**src/rtl/byte_unstriping_pkg.sv**
```systemverilog
// Shared definitions for the byte striping / unstriping pair.
// Contents:
//   - K-symbol byte values used for packet framing and lane fill
//   - frame_state_t : framing FSM state type
//   - is_skp()      : identifies a SKP fill symbol (K=1, 8'h1C)
package byte_unstriping_pkg;

    localparam logic [7:0] STP = 8'hFB;
    localparam logic [7:0] SDP = 8'h5C;
    localparam logic [7:0] END = 8'hFD;
    localparam logic [7:0] EDB = 8'hFE;
    localparam logic [7:0] COM = 8'hBC;
    localparam logic [7:0] SKP = 8'h1C;
    localparam logic [7:0] IDL = 8'h7C;

    typedef enum logic {
        IDLE = 1'b0,
        PKT  = 1'b1
    } frame_state_t;

    function automatic logic is_skp(input logic [7:0] sym, input logic sym_k);
        return sym_k && (sym == SKP);
    endfunction

endpackage

```
**src/rtl/frame_checker.sv**
```systemverilog
// Packet framing checker for the reassembled byte stream.
// Ports:
//   clk, reset : clock and synchronous active-high reset
//   sym, sym_k : byte and its K flag
//   strobe     : high in a cycle where sym/sym_k is transferred downstream
//   in_pkt     : high while inside a packet (STP/SDP seen, END/EDB not yet)
//   frame_err  : one-cycle pulse, the cycle after an illegal K symbol
module frame_checker
    import byte_unstriping_pkg::*;
(
    input  logic       clk,
    input  logic       reset,
    input  logic [7:0] sym,
    input  logic       sym_k,
    input  logic       strobe,
    output logic       in_pkt,
    output logic       frame_err
);

    frame_state_t state;
    frame_state_t state_next;
    logic         err_next;

    always_ff @(posedge clk) begin
        if (reset) begin
            state     <= IDLE;
            frame_err <= 1'b0;
        end else begin
            state     <= state_next;
            frame_err <= err_next;
        end
    end

    always_comb begin
        state_next = state;
        err_next   = 1'b0;
        if (strobe && sym_k) begin
            case (sym)
                STP, SDP: begin
                    if (state == IDLE) state_next = PKT;
                    else               err_next   = 1'b1;
                end
                END, EDB: begin
                    if (state == PKT) state_next = IDLE;
                    else              err_next   = 1'b1;
                end
                COM, IDL: begin
                    state_next = state;
                end
                default: begin
                    err_next = 1'b1;
                end
            endcase
        end
    end

    assign in_pkt = (state == PKT);

endmodule

```
**src/rtl/byte_unstriping.sv**
```systemverilog
// Reassembles a LANES-byte striped word into a serial byte stream,
// lane 0 first, dropping SKP fill symbols and checking packet framing.
// Ports:
//   CLK, RESET        : clock and synchronous active-high reset
//   i_LANE, i_LANE_K  : striped word (lane n at [8n+7:8n]) and per-lane K flags
//   i_VALID, o_READY  : word handshake
//   D, DK, o_VALID    : registered serial byte, its K flag and valid
//   i_READY           : downstream accepts D this cycle
//   o_IN_PKT          : inside a packet
//   o_FRAME_ERR       : one-cycle framing violation pulse
module byte_unstriping
    import byte_unstriping_pkg::*;
#(
    parameter int unsigned LANES = 4
)
(
    input  logic               CLK,
    input  logic               RESET,
    input  logic [8*LANES-1:0] i_LANE,
    input  logic [LANES-1:0]   i_LANE_K,
    input  logic               i_VALID,
    output logic               o_READY,
    output logic [7:0]         D,
    output logic               DK,
    output logic               o_VALID,
    input  logic               i_READY,
    output logic               o_IN_PKT,
    output logic               o_FRAME_ERR
);

    localparam int unsigned      IDX_W    = (LANES > 1) ? $clog2(LANES) : 1;
    localparam logic [IDX_W-1:0] LAST_IDX = IDX_W'(LANES - 1);

    logic [LANES-1:0][7:0] lane_buf;
    logic [LANES-1:0]      k_buf;
    logic                  buf_full;
    logic                  ready_en;
    logic [IDX_W-1:0]      idx;
    logic [IDX_W-1:0]      idx_inc;

    logic       cur_skp;
    logic       byte_xfer;
    logic       consume;
    logic       last;
    logic       word_xfer;
    logic [7:0] next_sym;
    logic       next_k;
    logic       next_skp;

    // D/DK/o_VALID always show the byte at idx. The buffered byte, not the
    // output register, decides whether the current slot is a SKP drop.
    always_comb begin
        idx_inc   = idx + IDX_W'(1);
        cur_skp   = buf_full && is_skp(lane_buf[idx], k_buf[idx]);
        byte_xfer = o_VALID && i_READY;
        consume   = cur_skp || byte_xfer;
        last      = (idx == LAST_IDX);
        // ready_en holds o_READY low for the first cycle after reset.
        o_READY   = ready_en && !RESET && (!buf_full || (consume && last));
        word_xfer = i_VALID && o_READY;

        next_sym = lane_buf[idx_inc];
        next_k   = k_buf[idx_inc];
        if (word_xfer) begin
            next_sym = i_LANE[7:0];
            next_k   = i_LANE_K[0];
        end
        next_skp = is_skp(next_sym, next_k);
    end

    always_ff @(posedge CLK) begin
        if (RESET) begin
            buf_full <= 1'b0;
            ready_en <= 1'b0;
            idx      <= '0;
            D        <= '0;
            DK       <= 1'b0;
            o_VALID  <= 1'b0;
        end else begin
            ready_en <= 1'b1;
            if (word_xfer || (consume && !last)) begin
                if (word_xfer) begin
                    lane_buf <= i_LANE;
                    k_buf    <= i_LANE_K;
                    buf_full <= 1'b1;
                    idx      <= '0;
                end else begin
                    idx <= idx_inc;
                end
                o_VALID <= !next_skp;
                D       <= next_skp ? 8'h00 : next_sym;
                DK      <= next_skp ? 1'b0 : next_k;
            end else if (consume) begin
                buf_full <= 1'b0;
                o_VALID  <= 1'b0;
                D        <= '0;
                DK       <= 1'b0;
            end
        end
    end

    frame_checker u_frame_checker (
        .clk       (CLK),
        .reset     (RESET),
        .sym       (D),
        .sym_k     (DK),
        .strobe    (byte_xfer),
        .in_pkt    (o_IN_PKT),
        .frame_err (o_FRAME_ERR)
    );

endmodule

```
**config.mk**
```make
export PLATFORM = sky130hd
export DESIGN_NAME = byte_unstriping
export DESIGN_NICKNAME = d
export VERILOG_FILES = /design/src/rtl/byte_unstriping_pkg.sv /design/src/rtl/frame_checker.sv /design/src/rtl/byte_unstriping.sv
export SDC_FILE = /design/constraint.sdc
export NUM_CORES = 1
export LEC_CHECK = 0
export ABC_AREA = 0
export CAP_MARGIN = 25
export CORE_MARGIN = 2
export CORE_UTILIZATION = 45
export DETAILED_ROUTE_END_ITERATION = 8
export PLACE_DENSITY = 0.69
export SYNTH_ARGS = -nofsm -noshare
export SYNTH_HDL_FRONTEND = slang
export SYNTH_HIERARCHICAL = 1
export SYNTH_SLANG_ARGS = --single-unit
```
**constraint.sdc**
```tcl
create_clock -name CLK -period 4.4 [get_ports CLK]
set_input_delay 0.66 -clock CLK [delete_from_list [all_inputs] [get_ports CLK]]
set_output_delay 0.66 -clock CLK [all_outputs]
set_load 0.05 [all_outputs]
```
==> impl_metrics.env, run 1 <==
export IMPL_outcome="finished, final reports clean"
export IMPL_yosys_warnings=6
export IMPL_die_width_um=80.3
export IMPL_core_um2=5570
export IMPL_drtPass1Iterations=4
export IMPL_rows=27
export IMPL_drt_initial_drc_count=155
export IMPL_critPathArrivalTime_ns=3.17
export IMPL_synth_seq_cells=52
export IMPL_synth_area_um2=2620
export IMPL_gp_congestion=0.891
export IMPL_vias_per_cell=5.72
export IMPL_diodes=0
export IMPL_ant_nets=0
export IMPL_die_area_um2=6450
export IMPL_synth_edff_count=36
export IMPL_use_met2_pct=32.2
export IMPL_grt_ovfl_total=0
export IMPL_power_share_clock_pct=29.7
export IMPL_worstPathRequired_ns=3.74
export IMPL_crit_chain="or4b_2 > o31ai_1 > o32a_1 > a21oi_1 > nor3b_1 > clkdlybuf4s50_1"
export IMPL_fin_util_pct=59.3
export IMPL_post_cts_resize_count=0
export IMPL_dp_hpwl_um=4290
export IMPL_syn2layout_area_growth_pct=26.1
export IMPL_postRouteWirelength_um=5550
export IMPL_crit_fanout=6
export IMPL_cp_slowest_stage_delay_ns=0.83
export IMPL_maxSlewHeadroom_pct=54.5
export IMPL_rsz0062_at_grt="false"
export IMPL_critical_path_class="reg2out"
export IMPL_hold_viol_final=0
export IMPL_clockBufferDepth=2
export IMPL_top_usage_layer="met2"
export IMPL_grt_use_met1_pct=22.5
export IMPL_static_leakage_power_nw=1.04
export IMPL_hold_buffers=0
export IMPL_synth_nets=229
export IMPL_syn_inst=188
export IMPL_wire_per_inst_um=17.5
export IMPL_p_seq_share_pct=58.0
export IMPL_grt_max_degree=41
export IMPL_cts_sinks=52
export IMPL_seq_area_um2=1400
export IMPL_portBuffers=52
export IMPL_end_kind="output port"
export IMPL_fillers=460
export IMPL_p_comb_share_pct=12.3
export IMPL_avgSynthCellArea_um2=13.9
export IMPL_postSynth_asyncResetShare_pct=0
export IMPL_cts_inserted_buffers=5
export IMPL_tns_ns=0
export IMPL_fin_nets=286
export IMPL_r2r_setup_slack_ns=1.02
export IMPL_vias=1819
export IMPL_holdCritPathClass="reg2reg"
export IMPL_initial_core_util_pct=47.0
export IMPL_period_minus_slack_ns=3.83
export IMPL_cts_tree="done"
export IMPL_synth_seq_area_share_pct=53.4
export IMPL_drive_gt1_share_pct=17.1
export IMPL_die_y_um=80.3
export IMPL_antenna_found_initial=0
export IMPL_powerDensity_nw_per_um2=287
export IMPL_clk_latency_ns=0.31
export IMPL_grt_pass1_wl_um=8990
export IMPL_drc=0
export IMPL_setup_viol=0
export IMPL_irDropWorstVdd_mv=0.190
export IMPL_tightest_slew_ns=0.682
export IMPL_cts_root_buffer="clkbuf_8"
export IMPL_swShare_pct=24.6
export IMPL_grt_use_met3_pct=3.93
export IMPL_skew_ns=0.00738
export IMPL_cts_htree_levels=2
export IMPL_multi_input_area_um2=1160
export IMPL_maxSlewViolCount=0
export IMPL_first_global_vias=1796
export IMPL_ys_flop_type="edfxtp_1"
export IMPL_maxCapViolCount=0
export IMPL_synth_cell_types=53
export IMPL_fmax_mhz=261
export IMPL_cp_slowest_cell="clkdlybuf4s50_1"
export IMPL_fin_crit_sh_pct=87.1
export IMPL_path_clk_slew_ns=0.10
export IMPL_post_cts_buffers=0
export IMPL_grt_usage_pct=18.5
export IMPL_start_kind="register"
export IMPL_p_int_uw=716
export IMPL_switching_power_uw=234
export IMPL_ios=53
[logic make-up after synthesis]
logic type / count (synthesis) / share of synthesized area [%]
xor+xnor: 3 / 1.00
simple gates: 65 / 15.0
mux: 10 / 8.97
buf+inv: 11 / 2.72
flops: 52 / 53.4
compound gates: 46 / 18.4
fa+ha+maj: 1 / 0.477
[cell type report]
class	count	area share, %
Inverter	6	0.681
Clock inverter	3	0.756
Timing Repair Buffer	55	16.4
Tap cell	72	2.72
Sequential cell	52	42.4
Multi-Input combinational cell	125	35.0
Clock buffer	5	2.08
[cell usage after synthesis, drive strengths merged, types with 3 or more instances]
library cell / count / area [um^2]
mux4: 9 / 225
nor3: 3 / 15.0
nand2: 13 / 48.8
nor4bb: 3 / 30.0
nand3: 10 / 50.1
a2bb2o: 8 / 160
nand4: 3 / 18.8
buf: 5 / 48.8
nor2: 9 / 33.8
dfxtp: 16 / 320
edfxtp: 36 / 1080
o21ai: 8 / 40.0
a21oi: 11 / 88.8
inv: 6 / 22.5
or4b: 4 / 40.0
[cell usage in the layout (no fill, tap or decap), types with 5 or more instances in the layout]
master,Yosys,layout
a21oi_2,9,9
a2bb2o_4,8,8
clkbuf_8,0,5
clkdlybuf4s50_1,0,52
dfxtp_1,16,16
edfxtp_1,36,36
inv_1,6,6
mux4_1,6,6
nand2_1,13,13
nand3_1,10,10
nor2_1,9,8
o21ai_0,8,8
[critical path, delay by kind of cell (launching register included)]
family                 cells  cell delay, ns
and+or+nand+nor            2            0.91
DFF                        1            0.42
buffers and inverters      1            0.83
AOI/OAI and AO/OA          3            0.70
[layer usage]
layer / routed length [um] / part of all wire [%] / up-vias
met1: 2300 / 41 / 846
met4: 146 / 2.6 / 0
met2: 2780 / 50 / 81
li1: - / - / 876
met3: 326 / 5.9 / 16
met5: 0 / 0 / -
[worst paths after layout]
| kind | end | from | cells past startpoint |
|---|---|---|---|
| hold / removal | D[2]$_SDFFE_PP0P_ | D[2]$_SDFFE_PP0P_ | 2 |
| setup / recovery | o_READY | lane_buf[5]$_DFFE_PP_ | 6 |
| hold reg to reg | D[2]$_SDFFE_PP0P_ | D[2]$_SDFFE_PP0P_ | 2 |
| setup reg to reg | D[6]$_SDFFE_PP0P_ | idx[1]$_SDFFE_PP0P_ | 7 |
[power groups by stage]
stage	Combinational, mW	Sequential (mW)	Clock (mW)
floorplan	0.0490	0.570	0
global placement	0.116	0.562	0
global route	0.125	0.552	0.310
CTS	0.117	0.551	0.289
finish	0.117	0.551	0.283
detailed placement	0.117	0.562	0
[flip-flops by register name, indices dropped and copies added, names as in the netlist]
signal,cells
u_frame_checker/frame_err,1
u_frame_checker/in_pkt,1
lane_buf,32
o_VALID,1
ready_en,1
idx,2
D,8
DK,1
k_buf,4
buf_full,1
[stage by stage]
| stage | setup WS (ns) | cell area [um^2] | hold slack, ns | total power [mW] | cells |
|---|---|---|---|---|---|
| final | 0.566 | 3310 | 0.530 | 0.950 | 318 |
| after global routing | 0.395 | 3310 | 0.562 | 0.988 | 318 |
| after CTS | 0.556 | 3310 | 0.531 | 0.958 | 318 |
| after detailed placement | 0.853 | 3210 | 0.516 | 0.679 | 310 |
| after global placement | 0.845 | 3210 | 0.511 | 0.678 | 310 |
| after floorplan | 0.581 | 2620 | 0.529 | 0.619 | 188 |
(Power assumes the default switching activity.)
==> run 2: changes to the inputs <==
Settings changed: CTS_CLUSTER_SIZE set to 24, TNS_END_PERCENT set to 5.
==> results of run 2 <==
Final layout, timing and power as in run 1 (identical DEF).
